[config.mk]
export PLATFORM = sky130hd
export DESIGN_NAME = dram_portb_arbiter
export DESIGN_NICKNAME = d
export VERILOG_FILES = /design/src/rtl/dram_pkg.sv /design/src/rtl/rr_arb2.sv /design/src/rtl/dram_portb_arbiter.sv
export SDC_FILE = /design/constraint.sdc
export NUM_CORES = 1
export LEC_CHECK = 0
export BUFFER_PORTS_ARGS = -buffer_cell sky130_fd_sc_hd__buf_2
export CAP_MARGIN = 0
export CORE_AREA = 5 5 105 107
export DETAILED_ROUTE_END_ITERATION = 8
export DIE_AREA = 0 0 110 112
export GPL_TIMING_DRIVEN = 0
export PLACE_DENSITY_LB_ADDON = 0.2
export REMOVE_ABC_BUFFERS = 1
export SLEW_MARGIN = 20
export SYNTH_ARGS = -nofsm -noshare
export SYNTH_HDL_FRONTEND = slang
export SYNTH_SLANG_ARGS = --single-unit
export TNS_END_PERCENT = 5
[constraint.sdc]
create_clock -name clk -period 5.2 [get_ports clk]
set_clock_uncertainty 0.2 [all_clocks]
set_input_delay 0.78 -clock clk [delete_from_list [all_inputs] [get_ports clk]]
set_output_delay 0.78 -clock clk [all_outputs]
set_load 0.05 [all_outputs]
[src/rtl/dram_pkg.sv]
// Shared definitions for the DataRam b-port arbiter.
package dram_pkg;

    localparam int ADDR_W = 30;
    localparam int BE_W   = 4;
    localparam int DATA_W = 32;

    typedef enum logic [1:0] {
        ST_IDLE  = 2'd0,
        ST_LOCK0 = 2'd1,
        ST_LOCK1 = 2'd2
    } arb_state_e;

endpackage

[src/rtl/rr_arb2.sv]
// Two-way round-robin grant; an active lock restricts eligibility to its owner.
module rr_arb2 (
    input  logic [1:0] valid_i,
    input  logic       rr_i,
    input  logic       lock_en_i,
    input  logic       lock_owner_i,
    output logic [1:0] grant_o
);

    always_comb begin
        grant_o = 2'b00;
        if (lock_en_i) begin
            grant_o[lock_owner_i] = 1'b1;
        end else if (valid_i == 2'b11) begin
            grant_o[rr_i] = 1'b1;
        end else begin
            grant_o = valid_i;
        end
    end

endmodule

[src/rtl/dram_portb_arbiter.sv]
// Shares DataRam port b between the debug module (r0) and the init/dump loader (r1).
// Handshake: a beat transfers in the cycle req_valid[i] & req_ready[i]; its response strobes exactly one cycle later.
module dram_portb_arbiter
    import dram_pkg::*;
#(
    parameter int LOCK_MAX = 16
) (
    input  logic              clk,
    input  logic              rst_n,
    input  logic [1:0]        req_valid,
    output logic [1:0]        req_ready,
    input  logic [1:0]        req_lock,
    input  logic [ADDR_W-1:0] req_addr0,
    input  logic [ADDR_W-1:0] req_addr1,
    input  logic [BE_W-1:0]   req_we0,
    input  logic [BE_W-1:0]   req_we1,
    input  logic [DATA_W-1:0] req_wdata0,
    input  logic [DATA_W-1:0] req_wdata1,
    output logic [1:0]        resp_valid,
    output logic [DATA_W-1:0] resp_rdata,
    output logic              lock_abort,
    output logic [ADDR_W-1:0] addrb,
    output logic [DATA_W-1:0] dinb,
    output logic [BE_W-1:0]   web,
    input  logic [DATA_W-1:0] doutb,
    output logic [1:0]        dbg_state
);

    arb_state_e  state_q, state_d;
    logic [7:0]  cnt_q, cnt_d;
    logic [8:0]  cnt_inc;
    logic        rr_q, rr_d;
    logic        abort_q, abort_d;
    logic [1:0]  resp_valid_q;
    logic [1:0]  grant;
    logic        accept;
    logic        sel;
    logic        beat_lock;

    rr_arb2 u_rr_arb2 (
        .valid_i      (req_valid),
        .rr_i         (rr_q),
        .lock_en_i    (state_q != ST_IDLE),
        .lock_owner_i (state_q == ST_LOCK1),
        .grant_o      (grant)
    );

    assign req_ready = req_valid & grant;
    assign accept    = |req_ready;
    assign sel       = req_ready[1];
    assign beat_lock = req_lock[sel];
    assign cnt_inc   = {1'b0, cnt_q} + 9'd1;

    always_comb begin
        state_d = state_q;
        cnt_d   = cnt_q;
        rr_d    = rr_q;
        abort_d = 1'b0;
        if (accept) begin
            if (state_q == ST_IDLE) begin
                rr_d = ~sel;
                if (beat_lock) begin
                    // A one-beat lock budget is exhausted by the very beat that requests it.
                    if (LOCK_MAX == 1) begin
                        abort_d = 1'b1;
                    end else begin
                        state_d = sel ? ST_LOCK1 : ST_LOCK0;
                        cnt_d   = 8'd1;
                    end
                end
            end else if (cnt_inc == 9'(LOCK_MAX)) begin
                state_d = ST_IDLE;
                cnt_d   = 8'd0;
                rr_d    = ~sel;
                abort_d = 1'b1;
            end else if (!beat_lock) begin
                state_d = ST_IDLE;
                cnt_d   = 8'd0;
                rr_d    = ~sel;
            end else begin
                cnt_d = cnt_inc[7:0];
            end
        end
    end

    always_ff @(posedge clk or negedge rst_n) begin
        if (!rst_n) begin
            state_q      <= ST_IDLE;
            cnt_q        <= 8'd0;
            rr_q         <= 1'b0;
            abort_q      <= 1'b0;
            resp_valid_q <= 2'b00;
        end else begin
            state_q      <= state_d;
            cnt_q        <= cnt_d;
            rr_q         <= rr_d;
            abort_q      <= abort_d;
            resp_valid_q <= req_ready;
        end
    end

    assign addrb      = accept ? (sel ? req_addr1 : req_addr0) : '0;
    assign dinb       = accept ? (sel ? req_wdata1 : req_wdata0) : '0;
    assign web        = accept ? (sel ? req_we1 : req_we0) : '0;
    assign resp_valid = resp_valid_q;
    assign resp_rdata = (|resp_valid_q) ? doutb : '0;
    assign lock_abort = abort_q;
    assign dbg_state  = state_q;

endmodule

==> results.ini <==
[placement]
dp_cells=727
numPortBuffers=274
dpl.hpwl_um=8400
gp_congestion=0.8001

[finish]
stdcell_count=731
fin_nets=767
fillers=1144
antenna_cells=0
drive_gt1_frac=0.4924
areaGrowthSynthToFinish_pct=85.11

[pwr]
total_power_w=0.001934
vdd_drop_max_mv=0.2750
p_leak_nw=2.033
power_density_nw_per_um2=545.3

[route]
remaining_drc_errors=0
wl_per_cell_um=13.81
met2WireLength_um=5272
first_pass_iters=5
routed_wl_um=10090
highest_layer=met4
vias=3243
drt-met1-wl_um=3692
drtIter0Drc=142
antenna_left=0
wl_met3_um=1076
via_per_inst=4.436

[sta]
setup_viol=0
fmax_ghz=0.2786
worst_pin_slew_ps=693.6
drv_slew=0
rsz0062_at_grt=false
hold_viol_final=0
final.period_utilization=0.6902
layout_min_cycle_time_ps=3589
slew_headroom=0.5334

[synth]
yosysWarnings=0
synth.cell_area_um2=1916
synth_edf_count=0
ys_ff_latch=14
synth_cell_types=38
synth_most_common_cell=nand2_1
yosys-top-cells-area=nand2_1, a21oi_1, dfrtp_1
synth_top_cell_by_area=nand2_1
ys_seq_area_frac=0.1829
synth_area_per_cell_um2=5.684
yosys-top-cells-count=nand2_1, a21oi_1, nor2b_1
async_reset_ff_frac=1.000
synthCells=337
synth_ff_type=dfrtp_1
synth_top_area_share=0.2763

[clock_network]
numClockSinks=14
cts_made_buffers=3
cts.clk_slew.worst_paths_ps=60
cts_resized=0
clk_latency_ps=240
cts_root_buf=clkbuf_8
ctsHoldBuffers=0
post_cts_buffers=0
clockBufferDepth=2
htreeDepth=1
cts_tree=built

[critical_path]
cp_top_family=buffers and inverters
slowest_delay_ps=530
crit_path_end=addrb[19]
crit_slowest_cell=inv_4
worst-path-stages=7
cp-startpoint=req_valid[1]
worstReg2RegStart=cnt_q[0]
crit_path_end_kind=primary output
r2r_cells=6
cp-start-kind=input pin
crit_fanout=70
worstPathRequired_ps=4220
critical_path_class=input pin to primary output
rrSetupSlack_ps=2880
critPathBufInv=3
cp.arrival_ps=2610
crit_path_cell_trace=buf_2, nor2b_2, o21ai_4, inv_4, nand2_1, a21oi_1, buf_2
cp_common_cell=buf_2
r2r-end=dbg_state[1]

[floorplan]
die-width_um=110
start_util=0.1907
core-area_um2=10050
io_pins=275
design.die.area_um2=12320
rows=37
die_y_um=112

[global_routing]
track_usage=0.1450
gr-total-overflow=0
grt_pass1_vias=3126
grt_pass1_wl_um=14680
antenna_found_initial=0
grt_max_degree=71

[run_status]
status=complete, no violations

[worst_hold_path]
hp-class=input pin to asynchronous set/reset pin

[job]
drv_cap=0

[flip-flops by register name, summed over array words and instances (netlist names)]
signal,count
rr_q,1
resp_valid,2
dbg_state,2
lock_abort,1
cnt_q,8
[placed cells by master (no fill, tap or decap), types with 2 or more instances in the layout]
cell,count
buf_2,274
nand2b_1,3
a21oi_1,71
dfrtp_1,14
o311ai_1,2
clkbuf_8,4
buf_16,4
nor2b_1,33
or4_1,2
a22o_1,2
o21ai_0,5
nand2_1,141
a31oi_1,3
nor2_1,4
nor3_1,2
nand3_1,7
[layer usage]
| layer | vias up | global-route usage |
|---|---|---|
| met4 | 0 | 0.02244 |
| met3 | 6 | 0.02435 |
| met1 | 1417 | 0.1652 |
| li1 | 1640 | - |
| met2 | 180 | 0.2795 |
| met5 | - | 0 |
[cells by family after synthesis]
kind of cell,synth area share
simple gates,0.4592
mux,0.005878
flops,0.1829
buf+inv,0.06009
fa+ha+maj,0.006531
compound gates,0.2854
[where the power goes]
| group | internal [W] | switching (W) |
|---|---|---|
| sequential | 0.000133 | 0.0000345 |
| combinational | 0.000404 | 0.00126 |
| clock | 0.0000671 | 0.0000394 |
| total | 0.000604 | 0.00133 |
[worst register-to-register path, delay by kind of cell, from the launching register on]
kind / cells / cell delay (ps)
AOI/OAI and AO/OA: 1 / 200
and+or+nand+nor: 4 / 1140
adders and majority gates: 1 / 280
DFF: 1 / 440
[area by class of cell]
| type | instances | area [um2] | share of cell area |
|---|---|---|---|
| clock buffers | 4 | 55.05 | 0.01553 |
| well taps | 136 | 170.2 | 0.04799 |
| inverters | 1 | 6.256 | 0.001764 |
| flip-flops and latches | 14 | 350.3 | 0.09880 |
| repair buffers | 279 | 1493 | 0.4210 |
| multi-input cells | 297 | 1471 | 0.4150 |
[worst min-delay path by stage]
stage	slack, ps	start	to
3_5_place_dp	320	cnt_q[7]	cnt_q[7]
4_1_cts	230	rst_n	cnt_q[3]
6_report	230	rst_n	cnt_q[6]
2_1_floorplan	280	rst_n	cnt_q[0]
5_1_grt	250	rst_n	cnt_q[6]
3_3_place_gp	320	cnt_q[7]	cnt_q[7]
[stage by stage]
step	hold slack, ps	area [um2]	TNS [ps]	worst slack, ps	util
after global routing	254.0	3546	0	1440	0.3530
after detailed placement	324.7	3491	0	1614	0.3475
after CTS	233.6	3546	0	1601	0.3530
after floorplan	284.4	1804	-47110	-711.0	-
after global placement	319.9	3346	-202040	-3005	0.3330
final	228.4	3546	0	1611	0.3530
No activity file was read; power rests on OpenSTA's default activity.
